File: src/rtl/spi_pkg.sv
// rtl/spi_pkg.sv - shared state encoding and width for the SPI master
package spi_pkg;

    typedef enum logic [1:0] {IDLE, SETUP, XFER, DONE} spi_state_e;

    localparam int SPI_WIDTH = 8;

endpackage

File: src/rtl/spi_clk_gen.sv
// rtl/spi_clk_gen.sv - half-period counter; one-cycle tick every CLK_DIV clks while enabled
module spi_clk_gen #(
    parameter int CLK_DIV = 4
) (
    input  logic clk,
    input  logic rst_n,
    input  logic en,
    output logic tick
);

    localparam int CW = (CLK_DIV > 1) ? $clog2(CLK_DIV) : 1;
    localparam logic [CW-1:0] LAST = CW'(CLK_DIV - 1);

    logic [CW-1:0] hp_cnt;

    always_ff @(posedge clk or negedge rst_n) begin
        if (!rst_n) begin
            hp_cnt <= '0;
        end else if (!en || hp_cnt == LAST) begin
            hp_cnt <= '0;
        end else begin
            hp_cnt <= hp_cnt + CW'(1);
        end
    end

    assign tick = en && (hp_cnt == LAST);

endmodule

File: src/rtl/modport_spi_master.sv
// rtl/modport_spi_master.sv - single-byte mode-0 MSB-first SPI master with start/busy/done handshake
module modport_spi_master
    import spi_pkg::*;
#(
    parameter int CLK_DIV = 4,
    parameter int WIDTH   = SPI_WIDTH
) (
    input  logic             clk,
    input  logic             rst_n,
    input  logic             start,
    input  logic [WIDTH-1:0] tx_data,
    output logic [WIDTH-1:0] rx_data,
    output logic             busy,
    output logic             done,
    output logic             sclk,
    output logic             mosi,
    input  logic             miso,
    output logic             cs_n
);

    localparam logic [3:0] LAST_HP = 4'(2 * WIDTH - 1);

    spi_state_e       state, state_d;
    logic [WIDTH-1:0] tx_sh, tx_sh_d;
    logic [WIDTH-1:0] rx_sh, rx_sh_d;
    logic [WIDTH-1:0] rx_data_d;
    logic [3:0]       bit_cnt, bit_cnt_d;
    logic             cs_n_d, sclk_d, mosi_d, busy_d, done_d;
    logic             hp_en, hp_tick;

    assign hp_en = (state == SETUP) || (state == XFER);

    spi_clk_gen #(
        .CLK_DIV (CLK_DIV)
    ) u_clk_gen (
        .clk   (clk),
        .rst_n (rst_n),
        .en    (hp_en),
        .tick  (hp_tick)
    );

    always_ff @(posedge clk or negedge rst_n) begin
        if (!rst_n) begin
            state   <= IDLE;
            tx_sh   <= '0;
            rx_sh   <= '0;
            rx_data <= '0;
            bit_cnt <= '0;
            cs_n    <= 1'b1;
            sclk    <= 1'b0;
            mosi    <= 1'b0;
            busy    <= 1'b0;
            done    <= 1'b0;
        end else begin
            state   <= state_d;
            tx_sh   <= tx_sh_d;
            rx_sh   <= rx_sh_d;
            rx_data <= rx_data_d;
            bit_cnt <= bit_cnt_d;
            cs_n    <= cs_n_d;
            sclk    <= sclk_d;
            mosi    <= mosi_d;
            busy    <= busy_d;
            done    <= done_d;
        end
    end

    always_comb begin
        state_d   = state;
        tx_sh_d   = tx_sh;
        rx_sh_d   = rx_sh;
        rx_data_d = rx_data;
        bit_cnt_d = bit_cnt;
        cs_n_d    = cs_n;
        sclk_d    = sclk;
        mosi_d    = mosi;
        busy_d    = busy;
        done_d    = 1'b0;

        case (state)
            IDLE: begin
                // done is still high on the first IDLE cycle; a start then is dropped
                if (start && !done) begin
                    state_d   = SETUP;
                    tx_sh_d   = tx_data;
                    rx_sh_d   = '0;
                    bit_cnt_d = '0;
                    busy_d    = 1'b1;
                end
            end
            SETUP: begin
                if (hp_tick) begin
                    state_d = XFER;
                    cs_n_d  = 1'b0;
                    sclk_d  = 1'b0;
                    mosi_d  = tx_sh[WIDTH-1];
                end
            end
            XFER: begin
                if (hp_tick) begin
                    bit_cnt_d = bit_cnt + 4'd1;
                    // even half-period count ends a low phase: rising sclk edge
                    if (!bit_cnt[0]) begin
                        sclk_d  = 1'b1;
                        rx_sh_d = {rx_sh[WIDTH-2:0], miso};
                    end else begin
                        sclk_d  = 1'b0;
                        tx_sh_d = {tx_sh[WIDTH-2:0], 1'b0};
                        mosi_d  = tx_sh[WIDTH-2];
                    end
                    if (bit_cnt == LAST_HP) begin
                        state_d = DONE;
                    end
                end
            end
            DONE: begin
                state_d   = IDLE;
                cs_n_d    = 1'b1;
                busy_d    = 1'b0;
                done_d    = 1'b1;
                mosi_d    = 1'b0;
                rx_data_d = rx_sh;
            end
            default: begin
                state_d = IDLE;
            end
        endcase
    end

endmodule

File: config.mk
export PLATFORM = sky130hd
export DESIGN_NAME = modport_spi_master
export DESIGN_NICKNAME = d
export VERILOG_FILES = /design/src/rtl/spi_pkg.sv /design/src/rtl/spi_clk_gen.sv /design/src/rtl/modport_spi_master.sv
export SDC_FILE = /design/constraint.sdc
export NUM_CORES = 1
export LEC_CHECK = 0
export CAP_MARGIN = 20
export CORE_MARGIN = 2
export CORE_UTILIZATION = 40
export CTS_BUF_LIST = sky130_fd_sc_hd__clkbuf_8
export CTS_CLUSTER_SIZE = 12
export DETAILED_ROUTE_END_ITERATION = 8
export SLEW_MARGIN = 20
export SYNTH_ARGS = -nofsm -noshare
export SYNTH_HDL_FRONTEND = slang
export SYNTH_HIERARCHICAL = 1
export SYNTH_SLANG_ARGS = --single-unit
File: constraint.sdc
create_clock -name clk -period 2.6 [get_ports clk]
set_clock_uncertainty 0.15 [all_clocks]
set_input_delay 0.52 -clock clk [delete_from_list [all_inputs] [get_ports clk]]
set_output_delay 0.52 -clock clk [all_outputs]
set_load 0.02 [all_outputs]
; After elaboration in Yosys (flattened, before gate mapping)
; Index checks and enable logic that the tools add are counted.
[totals]
output_inout_bits = 13
elab_cells = 73
regBits = 37
input_bits = 12
[classes]
add_sub_neg = 2
eq_ne = 11
n_reduce_logical = 20
muxes = 29
[op_table]
columns = op, n
row1 = $mux W8, 6
row2 = $pmux W8 S2, 2
row3 = $reduce_and A4 Y1, 4
row4 = $mux W2, 5
row5 = $ne A2 B2 Y1 const B, 5
row6 = $mux W1, 8
row7 = $mux W4, 2
row8 = $pmux W2 S4, 1
row9 = $pmux W4 S2, 1
row10 = $reduce_bool A2 Y1, 4
row11 = $eq A2 B2 Y1 const B, 3
row12 = $pmux W1 S2, 3
row13 = $reduce_and A3 Y1, 2
row14 = $add A4 B1 Y4 const B, 1
row15 = $eq A4 B4 Y1 const B, 1
row16 = $reduce_and A2 Y1, 2
row17 = $pmux W1 S3, 1
row18 = $reduce_bool A3 Y1, 1
row19 = $add A2 B1 Y2 const B, 1
row20 = $eq A2 B1 Y1 const B, 1
row21 = $logic_and A1 B1 Y1, 2
row22 = $logic_not A1 Y1, 2
row23 = $logic_not A2 Y1, 1
row24 = $logic_or A1 B1 Y1, 2
row25 = $ne A2 B1 Y1 const B, 1

; Depth between registers and ports, before layout
[depth]
ltp_word = 5
ltp_mapped = 8
mapped_depth_nobuf = 7

; Cells and area by module
; The synthesis kept the hierarchy.
[by_module_without_submodules]
columns = mod, cells_each, area_per_inst_um2, n_inst, seq_area_each_um2
row1 = modport_spi_master, 160, 1744.2, 1, 877.1
row2 = spi_clk_gen, 6, 91.3, 1, 50.0

; Worst setup path before layout
; OpenSTA, ideal clock, no wires.
[synth_path]
path_type = register -> register
start = register state[0]
end = register tx_sh[1]
t_arrival_ns = 1.688
required_ns = 2.326
period_less_slack_ns = 1.962
path_slack_ns = 0.638
setup_ns = 0.124
path_buffers = 1
stages_incl_launch_ff = 9
path_cell_list = dfrtp_1 inv_1 ha_1 and2_2 nand2b_1 o21a_2 buf_6 o22ai_1 nor3_2
[synth_between]
elab_chain_len = 5
word_cells_on_any_way = 11
cone_classes = 5 x eq/ne / 1 x mux / 5 x reduce/logical
[synth_rtl]
columns = element, line
row1 = from (decl), modport_spi_master.sv:23  ; spi_state_e state, state_d;
row2 = from (signal assigned), modport_spi_master.sv:55  ; state <= state_d;
row3 = $eq A2 B1 Y1 / $eq A2 B2 Y1 (equally long branches), modport_spi_master.sv:31  ; assign hp_en = (state == SETUP) || (state == XFER);
row4 = $logic_or A1 B1 Y1 *, modport_spi_master.sv:31
row5 = named net hp_en, modport_spi_master.sv:29  ; logic hp_en, hp_tick;
row6 = $logic_and A1 B1 Y1 *, spi_clk_gen.sv:26  ; assign tick = en && (hp_cnt == LAST);
row7 = named net hp_tick, modport_spi_master.sv:29
row8 = $ne A2 B2 Y1 (no source line) *, -
row9 = $reduce_and A4 Y1 (no source line) *, -
row10 = to (signal assigned), modport_spi_master.sv:56  ; tx_sh <= tx_sh_d;
row11 = to (decl), modport_spi_master.sv:24  ; logic [WIDTH-1:0] tx_sh, tx_sh_d;
; The timed path passes the listed nets; every way through them passes the cells marked *.
; A chain may end at the register's enable or synchronous reset.

; Worst setup path in the final report
[layout_path]
start = register state[0]
end = register tx_sh[6]
; The elaborated chain is that of the path after synthesis.

==> key figures <==
Floorplanning
  – Chip width: 71.7 microns
  – Site row count: 24
  – Placeable core area: roughly 4400 sq um
  – Num ports: 25
  – Vertical die dimension: 71.7 microns
  – Effective utilization at floorplan: 0.419
  – Die Outline Area: 5150 sq um

Critical path
  – Critical path data required time: 2.66 ns
  – Setup slack, reg-to-reg: 0.38 ns
  – Depth of the most critical reg-to-reg path: 7
  – Number of buffers and inverters on the critical path: 1
  – Reg-to-reg startpoint: state[0]
  – Critical Path End Type: flop
  – Critical path startpoint category: flop
  – Kind of critical path: reg -> reg
  – Worst-path fanout max: 15
  – Ordered list of cells on the worst path: inv_1, ha_1, and2_2, nand2b_1, o21a_2, and4b_1, nor3_2
  – Endpoint arrival time on the critical path: 2.28 ns
  – Slowest Stage Delay on Critical Path: about 0.40 ns
  – Cell with the largest stage delay on the worst path: dfrtp_1
  – CP Launch Point: state[0]
  – Cell family with the largest share of critical-path delay: simple AND/OR/NAND/NOR gates
  – Depth of the critical timing path with buffers and inverters included: 7

Placement
  – Detailed placer's ending HPWL: 2570 microns
  – Final estimated routing congestion in global placement: 0.830
  – Post-place setup slack: 0.286 ns
  – Number of instances in the placed design: about 240
  – I/O Buffers: 24
  – Cell area after placement: 2110 sq um

GRT
  – Wire length of the first global-routing pass: 6420 microns
  – GRT Overall Usage: 0.160
  – Number of global-route vias before repair: between 1000 and 1500
  – Antenna violations before repair: 0
  – Residual overflow from global routing: 0
  – Maximum number of pins on one net before global-route repair: 38

Timing
  – Number of pins exceeding their max-slew limit in the final report: 0
  – Period utilization: 0.854
  – Slew at the pin closest to its max-slew limit: 0.577 ns
  – Fmax: 0.450 GHz
  – RSZ-0062 raised after global routing: false
  – Count of final setup violators: 0
  – Post-Route Setup TNS: 0 ns
  – Relative slew slack: 0.614
  – Hold violation count in the final report: 0
  – Crit path setup slack, layout: 0.379 ns
  – Final critical path time including I/O delays and setup: 2.22 ns

Outcome
  – Run status: finished clean

Clock network
  – Number of buffers on the longest clock path: 2
  – Clock H-tree levels: 2
  – Quantity of gates resized following cts: 0
  – Clock buffers created by TritonCTS: 5
  – Cell at the root of the clock tree: clkbuf_8
  – Number of buffers inserted by post-CTS setup repair: 0
  – CTS tree: built
  – Total number of clock tree sinks: 37
  – Worst-path clk slew: 0.07 ns
  – Post-CTS Hold Buffers: 0
  – Skew-Pair Late Insertion Delay: roughly 0.28 ns

Synth
  – Number of nets in the synthesized netlist: 186
  – Most area-consuming cells after synthesis: dfrtp_1 49%, mux2_2 5.5%, ha_1 5.5%
  – Dominant combinational cell family by area after synthesis: simple AND/OR/NAND/NOR gates
  – Cell variety after synth: 37
  – Proportion of synthesized area in mux cells: 0.0661
  – Average size of a mapped cell: 11.1 sq um
  – Compound-gate portion of the synthesized area: 0.130
  – Count of yosys warnings during synthesis: 6
  – Netlist area before placement: 1840 sq um
  – Post-synthesis cell count: 166
  – Number of synthesized register bits: 37
  – Top cell type by total area after synthesis: dfrtp_1
  – Adder-Cell Fraction of Synth Area: 0.0545
  – Xor and xnor area share after synthesis: 0.00954
  – Synth Area in Simple Gates: 0.202
  – Proportion of netlist area held by the largest area contributor: 0.491
  – Post-synthesis sequential area ratio: 0.505

Layout
  – ANT cells: 0
  – Final non-filler cell total: approximately 250
  – Layout cells sized above 1: 0.171
  – Layout-stage area growth over the synthesis result: 20.1%
  – Count of fill cells added during filler insertion: around 400
  – Number of nets in the finished design: 212
  – Finished Cell Area: about 2200 sq um

Routing
  – Per-cell routed wire length: 15.4 microns
  – DRC violation count after routing: 0
  – Via-per-instance ratio: ~5.5
  – Number of detailed-route iterations in the first pass: 4
  – Count of vias placed by the detailed router: 1339
  – Detailed Route WL: 3770 microns
  – First-iteration detailed-routing DRC count: 97
  – Post-detailed-route count of antenna-violating nets: 0

Power and ir drop
  – Overall power after layout: ~2.4 mW
  – Maximum vdd drop: approximately 0.65 mV
  – Power per cell area: 1100 nW/um^2
  – Static leakage: approximately 0.96 nW

Hold path
  – Hold Path Stages: 1
  – Class of the tightest hold or removal check: reg -> reg
  – Hold_sp: u_clk_gen/hp_cnt[0]

Run
  – Max-capacitance violation count: 0
## cell type report
class | instances | area, sq um | area share
Clock buffer | 6 | 82.6 | 0.0375
Clock inverter | 2 | 7.51 | 0.00341
Timing Repair Buffer | 27 | 263 | 0.119
Multi-Input combinational cell | 118 | 848 | 0.385
Sequential cell | 37 | 927 | 0.421
Tap cell | 52 | 65.1 | 0.0295
Inverter | 3 | 11.3 | 0.00511
## cell families (layout without fill, tap and decap cells)
group,Yosys count,count (layout)
buf+inv,11,38
xor+xnor,2,2
compound gates,36,36
flops,37,37
simple gates,61,61
mux,11,11
fa+ha+maj,8,8
## power by group
part           internal [mW]  total [mW]  leakage [nW]  switching [mW]
registers              0.754       0.876         0.480           0.122
logic                  0.501        1.14         0.423           0.637
clock network          0.208       0.403        0.0538           0.195
total                   1.46        2.42         0.956           0.954
## cell usage in the layout (no fill, tap or decap), types with 3 or more instances in the layout
cell,n
nor3b_1,4
clkdlybuf4s50_1,24
nand2_1,22
o22ai_1,6
and4b_1,5
nor3_2,5
inv_1,5
mux2_2,9
o31ai_1,3
nor2_1,11
clkbuf_8,6
o21ai_0,13
dfrtp_1,36
ha_1,8
a21oi_1,5
buf_4,3
## flip-flops by register name, indices dropped and copies added, names as in the netlist
name and count:
rx_data 8, done 1, u_clk_gen/hp_cnt 2, mosi 1, rx_sh 8, sclk 1, cs_n 1, bit_cnt 4
busy 1, tx_sh 8, state 2
## Yosys cell counts
cell type  number
clkbuf_1        4
buf_6           1
and3b_1         1
and2_2          1
nand3_1         2
o21a_2          1
a211oi_1        2
a32o_1          1
dfrtp_1        36
nor2b_1         2
a21oi_1         5
o21ai_0        13
a22o_1          1
nand2b_4        1
and4b_1         5
nor3b_1         4
mux2_2          9
o41ai_1         1
ha_1            8
o211ai_2        1
mux2i_1         2
inv_1           3
nor3_2          5
and4bb_2        1
nand2b_1        2
buf_4           3
o22ai_1         6
and3b_4         1
nor3b_2         1
xnor2_1         2
dfstp_2         1
nand3b_1        1
nor2_1         11
o31ai_1         3
and2_0          1
nand2_1        22
a211oi_2        2
## metrics by stage
stage	hold slack (ns)	util
after floorplan	0.0744	-
after global placement	0.289	0.482
after detailed placement	0.304	0.482
after CTS	0.313	0.503
after global routing	0.333	0.503
final	0.312	0.503
## path summary, 6_finish.rpt
check	end
max in group asynchronous	cs_n
hold reg to reg	u_clk_gen/hp_cnt[0]
min in group asynchronous	bit_cnt[2]
setup reg to reg	tx_sh[6]
setup / recovery	tx_sh[6]
hold / removal	u_clk_gen/hp_cnt[0]
## metal layers
| layer | track usage | part of all wire | up-vias |
|---|---|---|---|
| li1 | - | - | 642 |
| met1 | 0.213 | 0.46 | 656 |
| met2 | 0.245 | 0.47 | 30 |
| met3 | 0.0422 | 0.045 | 11 |
| met4 | 0.0755 | 0.022 | 0 |
| met5 | 0 | 0 | - |
(Power assumes the default switching activity.)
==> patch 1 (same flow settings) <==
`rx_data` no longer has a reset.
--- a/src/rtl/modport_spi_master.sv
+++ b/src/rtl/modport_spi_master.sv
@@ -44,7 +44,6 @@
             state   <= IDLE;
             tx_sh   <= '0;
             rx_sh   <= '0;
-            rx_data <= '0;
             bit_cnt <= '0;
             cs_n    <= 1'b1;
             sclk    <= 1'b0;
@@ -55,7 +54,6 @@
             state   <= state_d;
             tx_sh   <= tx_sh_d;
             rx_sh   <= rx_sh_d;
-            rx_data <= rx_data_d;
             bit_cnt <= bit_cnt_d;
             cs_n    <= cs_n_d;
             sclk    <= sclk_d;
@@ -63,6 +61,10 @@
             busy    <= busy_d;
             done    <= done_d;
         end
+    end
+
+    always_ff @(posedge clk) begin
+        rx_data <= rx_data_d;
     end
 
     always_comb begin
Formal check against the unedited RTL: same outputs for any inputs over 10 cycles, from zero or initial values and one cycle with rst_n low; that may be too few to reach the edited logic, so the function may still have changed.
==> patch 1 against the original RTL <==
Worst setup slack got worse by 17 ps; sequential cell count did not move; non-clock buffer count did not move; routed wire length fell by 9.3%; core utilization fell by 0.92 points; final area fell by 3.2%; synthesized area fell by 3.4%; total power rose by 4.4%.
==> patch 1: results (changes against the original RTL) <==
Syn_nets = 177 (-4.8%)
Int Power = 1527 uW (+4.4%)
Largest net degree at the start of global routing = 30 (-21%)
Status = complete, no violations
NumNets Final = 204 (-3.8%)
Starting DRT DRC Count = 60 (-38%)
VDD IR max = 0.5337 mV (-18%)
Initial antenna violation count = 0 (unchanged)
First-pass GRT wire length = 6099 microns (-5.0%)
Static Leak = 0.0008852 uW (-7.4%)
Core Area = 4324 sq um (-1.4%)
Routed vias = 1,258 (-6.0%)
Compound-Gate Fraction of Synth Area = 18.00% (+5.0 points)
Post-synthesis xor/xnor area fraction = 0% (-0.95 points)
Area contributors post-synth = dfrtp_1, edfxtp_1, ha_1
Yosys cell types = 45 (+22%)
Place WS = 375.9 ps (+89.60 ps)
Gr usage total = 15.57% (-0.47 points)
Sequential area share after synthesis = 54.55% (+4.0 points)
Via density = 5.308 (-2.9%)
GP Congestion = 0.7998 (-3.7%)
Share of post-route cells with drive strength above 1 = 12.43% (-4.7 points)
Synth Instances = 157 (-5.4%)
Crit path DAT = 2230 ps (-50 ps)
FFs w/ async S/R, synth = 78.38% (-22 points)
Worst slew margin = 62.13% (+0.69 points)
Drt pass-1 iters = 4 (unchanged)
Proportion of synthesized area in mux cells = 2.470% (-4.1 points)
Number of synthesized flops with an enable pin = 8 (+8)
Top flop regs = rx_data (8), rx_sh (8), tx_sh (8)
Placed insts = 229 (-3.4%)
Post-synth top cells = dfrtp_1, nand2_1, a21oi_1, o22ai_1
CP Max Fanout = 10 (-5)
Vias in the first global route = 1,343 (-0.44%)
Hpwl dp = 2426 microns (-5.7%)
Yosys warns = 6 (unchanged)
Adder-Cell Fraction of Synth Area = 5.646% (+0.19 points)
Routed length per instance = 14.42 microns (-6.2%)
==> patch 1: metal layers <==
metal / track usage, % / wire length (microns)
met1: 19.07 / 1564
met2: 26.31 / 1727
met5: 0 / 0
met3: 4.843 / 113
met4: 5.241 / 12
==> patch 1: through the flow <==
stage	utilization (%)	instance area, sq um
floorplan	-	1773
global placement	47.51	2054
detailed placement	47.51	2054
CTS	49.36	2135
global route	49.36	2135
finish	49.36	2135
==> patch 1: critical path: stages, from the launching register on <==
cell	delay [ps]
dfrtp_1	400
inv_1	160
ha_1	290
and2_2	280
or2b_4	300
o21a_1	230
o22ai_1	240
a211oi_2	50
==> patch 1: power groups by stage <==
stage               logic, uW  registers [uW]  clock network, uW
floorplan                 811            1030                  0
global placement         1150             980                  0
detailed placement       1180             992                  0
CTS                      1190             980                381
global route             1310            1010                410
finish                   1180             984                361
==> patch 1: final cells by class <==
cell class | count | area [sq um]
clock inverters | 3 | 11.26
well taps | 52 | 65.06
repair buffers | 27 | 262.8
flip-flops and latches | 37 | 967.2
fillers | 413 | 2190
multi-input cells | 109 | 744.5
clock buffers | 5 | 68.82
inverters | 4 | 15.01
==> patch 1: path summary, 6_finish.rpt <==
path	slack, ps	cells after the start	startpoint	end
min reg2reg	310	1	u_clk_gen/hp_cnt[0]$_DFF_PN0_	u_clk_gen/hp_cnt[0]$_DFF_PN0_
min	310	1	u_clk_gen/hp_cnt[0]$_DFF_PN0_	u_clk_gen/hp_cnt[0]$_DFF_PN0_
max reg2reg	360	7	state[0]$_DFFE_PN0P_	tx_sh[7]$_DFFE_PN0P_
min in group asynchronous	470	2	rst_n	u_clk_gen/hp_cnt[1]$_DFF_PN0_
max	360	7	state[0]$_DFFE_PN0P_	tx_sh[7]$_DFFE_PN0P_
max in group asynchronous	1510	2	rst_n	cs_n$_DFFE_PN1P_
==> patch 2 (same flow settings) <==
Without the edit above. `CLK_DIV` is set to 4 in 2 places; all go to 8.
--- a/src/rtl/spi_clk_gen.sv
+++ b/src/rtl/spi_clk_gen.sv
@@ -1,6 +1,6 @@
 // rtl/spi_clk_gen.sv - half-period counter; one-cycle tick every CLK_DIV clks while enabled
 module spi_clk_gen #(
-    parameter int CLK_DIV = 4
+    parameter int CLK_DIV = 8
 ) (
     input  logic clk,
     input  logic rst_n,
--- a/src/rtl/modport_spi_master.sv
+++ b/src/rtl/modport_spi_master.sv
@@ -2,7 +2,7 @@
 module modport_spi_master
     import spi_pkg::*;
 #(
-    parameter int CLK_DIV = 4,
+    parameter int CLK_DIV = 8,
     parameter int WIDTH   = SPI_WIDTH
 ) (
     input  logic             clk,
Behaviour: not the same (Yosys sat finds a counterexample within 10 cycles, from zero or initial values and one cycle with rst_n low).
==> patch 2 against the original RTL <==
Worst setup slack better by 22 ps; total power up 6.6%; cell count up 0.41%; final area up 3.3%; clock power increased by 50%; sequential cell count is 1 higher; maximum frequency increased by 0.99%; synthesized area grew 2.5%; routed wire length is 4.2% lower; largest cell class unchanged; non-clock buffer count is 2 lower; core utilization rose by 0.98 points; critical path depth unchanged.
==> patch 2: results (changes against the original RTL) <==
Status = complete, no violations
Area contributors post-synth = dfrtp_1, ha_1, mux2_2
Syn_area_per_cell = 11.13 sq um (+0.70%)
Yosys warns = 6 (unchanged)
Initial antenna violation count = 0 (unchanged)
Comb_multi_in = 120 (+1.7%)
Routed Wire Length = 3608 microns (-4.2%)
Reg2Reg Depth = 7 (unchanged)
GP Congestion = 0.7354 (-11%)
Sequential area share after synthesis = 50.60% (+0.087 points)
Place WS = 317.6 ps (+31.31 ps)
Static Leak = 0.0009919 uW (+3.7%)
Syn_nets = 190 (+2.2%)
Fill cells = 404 (+1.8%)
Slew @ Worst Pin = 842.0 ps (+265.3 ps)
Met2 Usage GRT = 23.64% (-0.85 points)
Worst min path class = primary input to asynchronous set/reset pin
Buffering overhead = 10.65% (-1.3 points)
Repair and plain buffers = 25 (-7.4%)
Gr usage total = 15.26% (-0.77 points)
FF-to-FF End = tx_sh[6]$_DFFE_PN0P_
Clk cell area share = 6.041% (+2.0 points)
Crit path DAT = 2270 ps
Routed length per instance = 14.67 microns (-4.6%)
Synth Register Bits = 38 (+2.7%)
DR WL met3 = 129 microns (-24%)
Largest net degree at the start of global routing = 39 (+2.6%)
GR Layer Usage met1 = 20.41% (-0.90 points)
CTS Root Cell = clkbuf_8
Hpwl dp = 2468 microns (-4.0%)
First-pass GRT wire length = 6265 microns (-2.5%)
Met3 usage = 4.420% (+0.20 points)
Fraction of area in registers = 41.79% (-0.26 points)
Maximum clock rate = 454.8 MHz (+0.99%)
Placed insts = 238 (+0.42%)
Met1 Wirelength = 1767 microns (+1.4%)
Share of cell area taken by multi-input logic gates = 38.17% (-0.31 points)
Start of the worst register-to-register path = state[1]$_DFFE_PN0P_
Clock-pin slew on the worst setup and hold paths = 80 ps
Met2 wire len = 1669 microns (-5.8%)
Post-synth top cells = dfrtp_1, nand2_1, o21ai_0
VDD IR max = 0.5221 mV (-20%)
Diodes inserted = 0 (unchanged)
Share of post-route cells with drive strength above 1 = 17.53% (+0.43 points)
Starting DRT DRC Count = 28 (-71%)
Setup repair bufs after CTS = 0 (unchanged)
Via density = 5.382 (-1.5%)
NumNets Final = 214 (+0.94%)
Vias in the first global route = 1,265 (-6.2%)
Register-to-register setup slack = 400 ps (+20 ps)
-- patch 2: through the flow --
stage	util, %	area, sq um	hold slack [ps]
finish	51.27	2278	178.0
global route	51.27	2278	240.8
CTS	51.27	2278	213.2
detailed placement	48.17	2141	309.1
global placement	48.17	2141	287.3
floorplan	-	1882	74.41
-- patch 2: cell families (layout without fill, tap and decap cells) --
logic type,count (synthesis),count (layout),share of synthesized area [%]
simple gates,62,62,20.15
compound gates,36,36,12.70
mux,11,11,6.450
fa+ha+maj,9,9,5.984
buf+inv,11,36,3.191
xor+xnor,2,2,0.9310
flops,38,38,50.60
-- patch 2: report_power, final --
| part | internal (uW) | switching [uW] |
|---|---|---|
| Clock | 384 | 221 |
| Combinational | 479 | 591 |
| Sequential | 767 | 133 |
| Total | 1630 | 945 |
-- patch 2: worst max-delay path, stage by stage, from the launching register on --
cell,delay (ps)
dfrtp_1,420
inv_1,100
ha_1,340
and2_2,260
nand2b_1,210
o21a_2,260
and4b_1,250
nor3_2,140
